**src/rtl/led_pattern_gen.sv**
```systemverilog
// LED pattern engine: prescaled step tick driving OFF/COUNT/CHASE/BOUNCE patterns with PWM dimming.
// Define LED_PATTERN_SYNC_EN to pass i_Mode through a 2-flop synchronizer (asynchronous switches).
module led_pattern_gen #(
  parameter int unsigned NUM_LEDS   = 4,
  parameter int unsigned CLK_DIV    = 6250000,
  parameter int unsigned PWM_W      = 4,
  parameter bit          ACTIVE_LOW = 1'b1
) (
  input  logic                i_Clk,
  input  logic                i_Rst_n,
  input  logic [1:0]          i_Mode,
  input  logic [PWM_W-1:0]    i_Duty,
  output logic [NUM_LEDS-1:0] o_LED,
  output logic                o_Tick
);

  localparam int unsigned PreW = (CLK_DIV > 1) ? $clog2(CLK_DIV) : 1;
  localparam logic [PreW-1:0]     PreLast = PreW'(CLK_DIV - 1);
  localparam logic [NUM_LEDS-1:0] OneHot  = NUM_LEDS'(1);
  localparam logic [NUM_LEDS-1:0] LedIdle = {NUM_LEDS{ACTIVE_LOW}};

  typedef enum logic [1:0] {
    ModeOff    = 2'b00,
    ModeCount  = 2'b01,
    ModeChase  = 2'b10,
    ModeBounce = 2'b11
  } mode_e;

  typedef enum logic {
    DirUp   = 1'b0,
    DirDown = 1'b1
  } dir_e;

  logic [1:0] mode_in;

`ifdef LED_PATTERN_SYNC_EN
  logic [1:0] sync1_q, sync2_q;

  always_ff @(posedge i_Clk or negedge i_Rst_n) begin
    if (!i_Rst_n) begin
      sync1_q <= ModeOff;
      sync2_q <= ModeOff;
    end else begin
      sync1_q <= i_Mode;
      sync2_q <= sync1_q;
    end
  end

  assign mode_in = sync2_q;
`else
  assign mode_in = i_Mode;
`endif

  mode_e               mode_q, mode_prev_q;
  dir_e                dir_q, dir_d;
  logic [PreW-1:0]     pre_q, pre_d;
  logic [NUM_LEDS-1:0] pat_q, pat_d;
  logic [PWM_W-1:0]    pwm_q;
  logic                mode_change, step, tick_d, pwm_on;
  logic [NUM_LEDS-1:0] lit, led_d;

  assign mode_change = (mode_q != mode_prev_q);
  assign step        = (pre_q == PreLast);
  // A mode change restarts the prescaler and suppresses a coincident step.
  assign tick_d      = step && !mode_change;
  assign pre_d       = (mode_change || step) ? '0 : pre_q + PreW'(1);

  always_comb begin
    pat_d = pat_q;
    dir_d = dir_q;
    if (mode_change) begin
      dir_d = DirUp;
      pat_d = (mode_q == ModeChase || mode_q == ModeBounce) ? OneHot : '0;
    end else if (step) begin
      unique case (mode_q)
        ModeOff:   pat_d = '0;
        ModeCount: pat_d = pat_q + NUM_LEDS'(1);
        ModeChase: pat_d = (pat_q << 1) | (pat_q >> (NUM_LEDS - 1));
        ModeBounce: begin
          if (NUM_LEDS == 1) begin
            pat_d = pat_q;
          end else if (dir_q == DirUp) begin
            pat_d = pat_q << 1;
            if (pat_d[NUM_LEDS-1]) dir_d = DirDown;
          end else begin
            pat_d = pat_q >> 1;
            if (pat_d[0]) dir_d = DirUp;
          end
        end
        default: pat_d = pat_q;
      endcase
    end
  end

  assign pwm_on = (pwm_q < i_Duty) || (&i_Duty);
  assign lit    = (mode_q == ModeOff) ? '0 : (pat_q & {NUM_LEDS{pwm_on}});
  assign led_d  = ACTIVE_LOW ? ~lit : lit;

  always_ff @(posedge i_Clk or negedge i_Rst_n) begin
    if (!i_Rst_n) begin
      mode_q      <= ModeOff;
      mode_prev_q <= ModeOff;
      dir_q       <= DirUp;
      pre_q       <= '0;
      pat_q       <= '0;
      pwm_q       <= '0;
      o_Tick      <= 1'b0;
      o_LED       <= LedIdle;
    end else begin
      mode_q      <= mode_e'(mode_in);
      mode_prev_q <= mode_q;
      dir_q       <= dir_d;
      pre_q       <= pre_d;
      pat_q       <= pat_d;
      pwm_q       <= pwm_q + PWM_W'(1);
      o_Tick      <= tick_d;
      o_LED       <= led_d;
    end
  end

endmodule

```
**config.mk**
```make
export PLATFORM = sky130hd
export DESIGN_NAME = led_pattern_gen
export DESIGN_NICKNAME = d
export VERILOG_FILES = /design/src/rtl/led_pattern_gen.sv
export SDC_FILE = /design/constraint.sdc
export NUM_CORES = 1
export LEC_CHECK = 0
export ABC_AREA = 0
export CORE_AREA = 2 2 105 56
export CTS_BUF_LIST = sky130_fd_sc_hd__clkbuf_4 sky130_fd_sc_hd__clkbuf_8 sky130_fd_sc_hd__clkbuf_16
export CTS_CLUSTER_SIZE = 25
export DETAILED_ROUTE_END_ITERATION = 12
export DIE_AREA = 0 0 107 58
export PLACE_DENSITY = 0.66
export SYNTH_ARGS = -nofsm -noshare
export SYNTH_HDL_FRONTEND = slang
export SYNTH_SLANG_ARGS = --single-unit
```
**constraint.sdc**
```tcl
create_clock -name i_Clk -period 2.6 [get_ports i_Clk]
set_input_delay 0.26 -clock i_Clk [delete_from_list [all_inputs] [get_ports i_Clk]]
set_output_delay 0.26 -clock i_Clk [all_outputs]
set_load 0.01 [all_outputs]
```
==> results.cfg, run 1 <==
[layout]
layout_commonest_cell = dfrtp_1
fin_util = 0.4456
most-common-layout-cells = 37 x dfrtp_1, 26 x nor2_1, 17 x xnor2_1, 13 x nand3_1, 12 x inv_1
drive_gt1_frac = 0.1706
diodes = 0
design_area_um2 = 2362
syn_to_final_growth_pct = 13.53
nNetsFinal = 224

[timing]
period_share = 0.7464
finalSetupViolCount = 0
tightest_slew_ns = 0.8875
clock_skew_ns = 0.005329
drv_slew = 0
finalSetupTns_ns = 0
slew_headroom = 0.4083
hold_violations = 0
period_needed_ns = 1.941
fmax_mhz = 515.3
rsz0062_at_grt = false

[routing]
ant_nets = 0
via_count = 1392
firstDrtPassIters = 6
drc = 0
via_per_inst = 4.901
drt_wl_total_mm = 3.733
wl_per_cell_um = 13.14
drt_iter0_drc = 68

[cts]
holdBufCountCts = 0
htree_levels = 2
path_clk_slew_ns = 0.09
cts_root_buf = clkbuf_8
cts_buffer_depth = 2
cts_tree = yes
clkLatencyLatePin_ns = 0.29
cts_buffers = 5
post_cts_resized = 0
cts_setup_buffers = 0
clock_sinks = 41

[yosys]
synth.avg_cell_area_um2 = 10.56
yosys_warnings = 0
synth.top_cell.area_share = 0.4450
synth-seq-area-share = 0.4955
ys_seq_elements = 41
synthTopCellsByArea = dfrtp_1 44%, xnor2_1 7.2%, dfstp_2 5.1%, nor2_1 4.7%, xor2_1 3.8%
syn-num-nets = 211
synth.cell_area_um2 = 2081
netlist_instances = 197
synth_top_area_cell = dfrtp_1
synth_cell_type_count = 39

[grt]
grt_pass1_wl_mm = 6.589
antenna_found_initial = 0
grt_max_degree = 42
track_usage = 0.1390
grt_overflow = 0
grt_pass1_vias = 1306

[floorplan]
coreArea_um2 = 5301
die_w_um = 107
dieArea_um2 = 6206
die_y_um = 58
top_level_ports = 13
rows = 19
start_util = 0.3925

[min_path]
hold_class = in -> async

[placement]
place_area_um2 = 2247
gp_congestion = 0.8271
hpwl_mm = 2.687
port-buffer-count = 12

[critical_path]
path_max_fanout = 22
worstPathRequired_ns = 2.76
startpoint_type = flip-flop
path_class = reg -> reg
crit_path_end_kind = flip-flop
worstPathArrival_ns = 2.10
r2r_slack_ns = 0.66

[flow_run]
drv_cap = 0

[power_and_ir_drop]
ir_drop_mv = 0.2294
power_density_nw_per_um2 = 530.1
p_leak_nw = 0.9308

[outcome]
outcome = finished, final reports clean
-- metal layers --
layer  wire length (um)  global-route usage  up-vias
li1                   -                   -      699
met1               2168              0.2331      661
met2               1384              0.1620       28
met3                156             0.04049        4
met4                 24             0.04453        0
met5                  0                   0        -
-- where the power goes --
part | switching [mW] | total (mW) | internal, mW
combinational | 0.0445 | 0.0711 | 0.0266
clock | 0.232 | 0.520 | 0.287
sequential | 0.0133 | 0.662 | 0.648
-- critical path: stages (launching register included) --
cell	delay (ns)
dfrtp_1	0.41
ha_1	0.22
and3_1	0.26
nand4_1	0.19
nor3_4	0.17
or2_2	0.44
nor2_1	0.11
-- final timing paths --
path                             end  startpoint  cells past startpoint
setup reg to reg            pre_q[3]    pre_q[0]                      6
max in group asynchronous   pat_q[1]     i_Rst_n                      1
hold reg to reg             pwm_q[0]    pwm_q[0]                      1
hold / removal              pwm_q[1]     i_Rst_n                      1
min in group i_Clk         mode_q[0]   i_Mode[0]                      1
setup / recovery            pre_q[3]    pre_q[0]                      6
-- kinds of logic (layout without fill, tap and decap cells) --
logic type	Yosys count	count (layout)	synth area share
AND/OR/NAND/NOR	88	88	0.2490
AO/OA/AOI/OAI	17	17	0.06554
buffers and inverters	19	33	0.04450
flip-flops	41	41	0.4955
XOR/XNOR	26	26	0.1094
adder cells (fa/ha/maj)	6	6	0.03608
-- flip-flops by register name, indices dropped and copies added (netlist names) --
register,flops
o_LED,4
pwm_q,4
mode_prev_q,2
pre_q,23
mode_q,2
dir_q,1
pat_q,4
o_Tick,1
-- synth_stat cells (all sizes together) --
cell	instances
and4	1
nand2b	1
a21oi	1
xor2	9
or2	4
nand2	8
buf	5
ha	6
a31o	1
nand4	13
or3b	1
xnor2	17
dfrtp	37
a22oi	3
nor4b	1
o211ai	1
o21ai	4
a211oi	2
a21boi	2
a311oi	1
o21a	1
clkbuf	2
nor4	7
nor2	30
nor3	7
nand3	13
dfstp	4
inv	12
a311o	1
and3	1
and2	1
-- through the flow --
| step | worst slack, ns | hold slack (ns) | instances | power, mW |
|---|---|---|---|---|
| floorplan | 0.9029 | -0.03559 | 197 | 0.7113 |
| global placement | 0.7292 | 0.4480 | 276 | 0.7458 |
| detailed placement | 0.6766 | 0.4402 | 276 | 0.7472 |
| CTS | 0.6546 | 0.1151 | 284 | 1.272 |
| global route | 0.5245 | 0.1560 | 284 | 1.312 |
| finish | 0.6593 | 0.08200 | 284 | 1.252 |
-- layout make-up --
type | instances | area [um2]
Tap cell | 73 | 91.34
Timing Repair Buffer | 13 | 122.6
Clock buffer | 5 | 68.82
Multi-Input combinational cell | 137 | 957.2
Clock inverter | 3 | 46.29
Inverter | 12 | 45.04
Sequential cell | 41 | 1031
Fill cell | 491 | 2939
(Power assumes the default switching activity.)
==> run 2, diff against run 1 <==
PLACE_DENSITY = 0.68   (was 0.66)
clock period = 1.75 ns   (was 2.6 ns; I/O delays follow)
==> results.cfg, run 2 (synthesis gave the netlist of run 1 again) <==
[critical_path]
path_class = reg -> reg
worstPathRequired_ns = 1.94
crit_path_end_kind = flip-flop
path_max_fanout = 6
startpoint_type = flip-flop
worstPathArrival_ns = 1.91

[timing]
rsz0062_at_grt = true
hold_violations = 0
tightest_slew_ns = 0.5156
period_share = 0.9805
period_needed_ns = 1.716
slew_headroom = 0.6563
clock_skew_ns = 0.004692
finalSetupTns_ns = 0
hold_ws_ns = 0.3133
layout_setup_ws_ns = 0.03418
drv_slew = 0
fmax_mhz = 582.8
finalSetupViolCount = 0

[floorplan]
rows = 19
die_w_um = 107
coreArea_um2 = 5301
start_util = 0.3925
top_level_ports = 13
die_y_um = 58
dieArea_um2 = 6206

[placement]
gp_congestion = 0.8385
port-buffer-count = 12
hpwl_mm = 3.080
dpl_worst_slack_ns = -0.08773
dp.cells = 298
place_area_um2 = 2425

[routing]
drc = 0
ant_nets = 0
via_per_inst = 4.932
wl_per_cell_um = 14.30
drt_wl_total_mm = 4.420
via_count = 1524
drt_iter0_drc = 60
firstDrtPassIters = 4

[cts]
htree_levels = 2
clock_sinks = 41
cts_root_buf = clkbuf_8
cts_buffer_depth = 2
cts_buffers = 5
clkLatencyLatePin_ns = 0.30
cts_tree = yes
path_clk_slew_ns = 0.08

[power_and_ir_drop]
power_density_nw_per_um2 = 738.8
total_power_mw = 1.958
ir_drop_mv = 0.3220
p_leak_nw = 1.085

[layout]
most-common-layout-cells = 37 x dfrtp_1, 22 x buf_4, 20 x nor2_1, 17 x xnor2_1, 13 x nand3_1
diodes = 0
largest_reg_flops = 23
final_cell_count_no_fill = 309
layout_commonest_cell = dfrtp_1
fin_util = 0.4999
top_register = pre_q
fillers = 484
syn_to_final_growth_pct = 27.36
nNetsFinal = 249
drive_gt1_frac = 0.3051
design_area_um2 = 2650

[grt]
track_usage = 0.1537
grt_max_degree = 42
grt_pass1_vias = 1447
grt_overflow = 0
grt_pass1_wl_mm = 7.182
antenna_found_initial = 0

[min_path]
hold_class = in -> reg

[outcome]
outcome = finished, final reports clean

[flow_run]
drv_cap = 0
-- run 2: cell count changes in the layout (fill, tap and decap cells not counted), sizes merged --
| cell | before | now |
|---|---|---|
| clkbuf | 5 | 8 |
| dlygate4sd3 | 0 | 1 |
| clkinv | 1 | 0 |
| buf | 2 | 25 |
| clkinvlp | 1 | 0 |
-- run 2: critical path, cell delays in order, from the launching register on --
cell,delay (ns)
dfrtp_1,0.39
ha_2,0.20
and3_4,0.19
nand4_1,0.16
nor3_4,0.24
or2_4,0.22
clkbuf_16,0.17
nor2_2,0.04
-- run 2: power by group --
group          switching, mW  internal (mW)
Clock                  0.330          0.481
Sequential            0.0138          0.963
Combinational         0.0923         0.0777
Total                  0.436           1.52
-- run 2: area by class of cell --
cell class                 instances  area [um2]  area share
tap                               73       91.34     0.03447
sequential                        41        1031      0.3890
clock inverter                     1       30.03     0.01133
inverter                          12       45.04     0.01700
multi-input combinational        137        1016      0.3834
clock buffer                       7       90.09     0.03399
timing repair buffer              38       346.6      0.1308
-- run 2: metal layers --
metal,vias to the layer above,track usage,part of all wire
met2,36,0.2002,0.40
met4,0,0.06122,0.017
met3,10,0.03375,0.042
met5,-,0,0
met1,727,0.2429,0.54
li1,751,-,-
-- run 2: repair_timing --
item,CTS,global route
endpoints found under the setup margin,0,25
setup buffers,0,0
hold buffers,1,0
resized for setup,0,16
endpoints found under the hold margin,37,0
-- run 2: worst paths after layout --
| kind | slack, ns | cells after the start | end | start |
|---|---|---|---|---|
| max in group asynchronous | 0.91 | 3 | o_LED[2] | i_Rst_n |
| max reg2reg | 0.03 | 7 | pre_q[10] | pre_q[1] |
| min in group asynchronous | 0.48 | 3 | pwm_q[0] | i_Rst_n |
| min | 0.31 | 1 | mode_q[0] | i_Mode[0] |
| max | 0.03 | 7 | pre_q[10] | pre_q[1] |
| min reg2reg | 0.45 | 0 | mode_prev_q[1] | mode_q[1] |
==> run 3, diff against run 2 <==
CAP_MARGIN = 20   (was default)
clock period = 1.4 ns   (was 1.75 ns; I/O delays follow)
==> results.cfg, run 3 (synthesis gave the netlist of run 1 again) <==
[outcome]
outcome = finished with violations
violations = setup timing

[critical_path]
reg2reg_depth = 6
path_cells = nor4b_2, nand4_1, nor3_4, or2_4, buf_8, nor2_1
worst_path_max_delay_cell = dfrtp_1
path_class = reg -> reg
rr_startpoint = pre_q[6]
worstPathRequired_ns = 1.60
r2r_slack_ns = -0.22
cpPeakStageDelay_ns = 0.42
path_max_fanout = 7
cp_num_cells = 6
cpLargestDelayFamily = simple AND/OR/NAND/NOR gates
crit_path_end_kind = flip-flop
path_buf_inv = 1
worstPathArrival_ns = 1.81
startpoint_type = flip-flop
r2r_end = pre_q[4]
worstSetupStartpoint = pre_q[6]

[floorplan]
dieArea_um2 = 6206
top_level_ports = 13
coreArea_um2 = 5301
rows = 19
die_y_um = 58
die_w_um = 107
start_util = 0.3925

[placement]
hpwl_mm = 3.343
dpl_worst_slack_ns = -0.4322
gp_congestion = 0.8577
port-buffer-count = 12

[power_and_ir_drop]
ir_drop_mv = 0.4064
clockPowerShare = 0.346
p_sw_mw = 0.5786
p_leak_nw = 1.283
intPower_mw = 1.663
power_density_nw_per_um2 = 758.4
p_seq_frac = 0.542
comb_power_share = 0.112
switching_share = 0.2581

[routing]
wl_per_cell_um = 14.10
via_per_inst = 4.824
ant_nets = 0
drt_wl_total_mm = 4.794
drt_iter0_drc = 108
firstDrtPassIters = 4
via_count = 1640
drc = 0

[grt]
grt_overflow = 0
grt_pass1_vias = 1610
grt_max_degree = 42
track_usage = 0.1693
grt_pass1_wl_mm = 7.969
antenna_found_initial = 0

[timing]
slew_headroom = 0.7432
drv_slew = 0
clock_skew_ns = 0.006782
period_share = 1.155
finalSetupTns_ns = -5.758
period_needed_ns = 1.617
tightest_slew_ns = 0.3817
layout_setup_ws_ns = -0.2172
rsz0062_at_grt = true
hold_violations = 0
finalSetupViolCount = 31
fmax_mhz = 618.4

[layout]
layout_commonest_cell = buf_4
nNetsFinal = 280
most-common-layout-cells = 51 x buf_4, 37 x dfrtp_1, 16 x xnor2_1, 13 x nor2_2, 12 x inv_1
syn_to_final_growth_pct = 42.03
fillers = 469
top_register = pre_q
largest_reg_flops = 23
diodes = 0
drive_gt1_frac = 0.4232
fin_util = 0.5575

[cts]
cts_root_buf = clkbuf_8
htree_levels = 2
cts_buffer_depth = 2
clock_sinks = 41
cts_tree = yes
clkLatencyLatePin_ns = 0.30
path_clk_slew_ns = 0.08
cts_buffers = 5

[min_path]
whs_path_depth = 1
whs_endpoint = mode_q[0]
min_from = i_Mode[0]
hold_class = in -> reg

[flow_run]
drv_cap = 0
-- run 3: cell types whose count changed in the layout (fill, tap and decap cells not counted), sizes merged --
cell / before / now
bufinv: 1 / 0
clkinvlp: 0 / 1
clkinv: 0 / 2
dlygate4sd2: 0 / 4
buf: 25 / 56
clkdlybuf4s50: 11 / 7
clkbuf: 8 / 6
-- run 3: area by class of cell --
| cell class | count | area, um2 | share of cell area |
|---|---|---|---|
| tap | 73 | 91.34 | 0.03091 |
| clock inverter | 3 | 17.52 | 0.005927 |
| clock buffer | 5 | 68.82 | 0.02329 |
| sequential | 41 | 1031 | 0.3489 |
| inverter | 12 | 45.04 | 0.01524 |
| multi-input combinational | 137 | 1107 | 0.3747 |
| timing repair buffer | 69 | 594.3 | 0.2011 |
-- run 3: routing by layer --
metal	global-route usage	vias up	wire length, um
li1	-	821	-
met3	0.04387	6	229
met2	0.2266	31	1874
met5	0	-	0
met4	0.05380	0	54
met1	0.2640	782	2636
-- run 3: worst max-delay path by stage --
stage / to
3_5_place_dp: o_LED[0]
4_1_cts: pat_q[3]
5_1_grt: pre_q[4]
2_1_floorplan: pre_q[14]
6_report: pre_q[4]
3_3_place_gp: o_LED[2]
-- run 3: metrics by stage --
step	power (mW)	instance area (um2)	hold slack [ns]	cells
2_1_floorplan	1.324	2125	-0.1556	197
3_3_place_gp	1.440	2704	0.1298	328
3_5_place_dp	1.445	2704	0.1312	328
4_1_cts	2.244	2884	0.2819	339
5_1_grt	2.367	2955	0.2734	340
6_report	2.241	2955	0.2835	340
-- run 3: what timing repair did --
item	in CTS	in global routing
pin swaps	16	7
hold buffers	1	0
gates resized for setup	22	12
setup buffers	2	0
gates cloned	0	1
hold endpoints to repair	37	0
setup endpoints to repair	35	32
-- run 3: power groups by stage --
stage | clock network [mW] | logic, mW | registers, mW
finish | 0.776 | 0.250 | 1.22
global route | 0.878 | 0.270 | 1.22
CTS | 0.803 | 0.225 | 1.22
detailed placement | 0 | 0.205 | 1.24
global placement | 0 | 0.202 | 1.24
floorplan | 0 | 0.0804 | 1.24
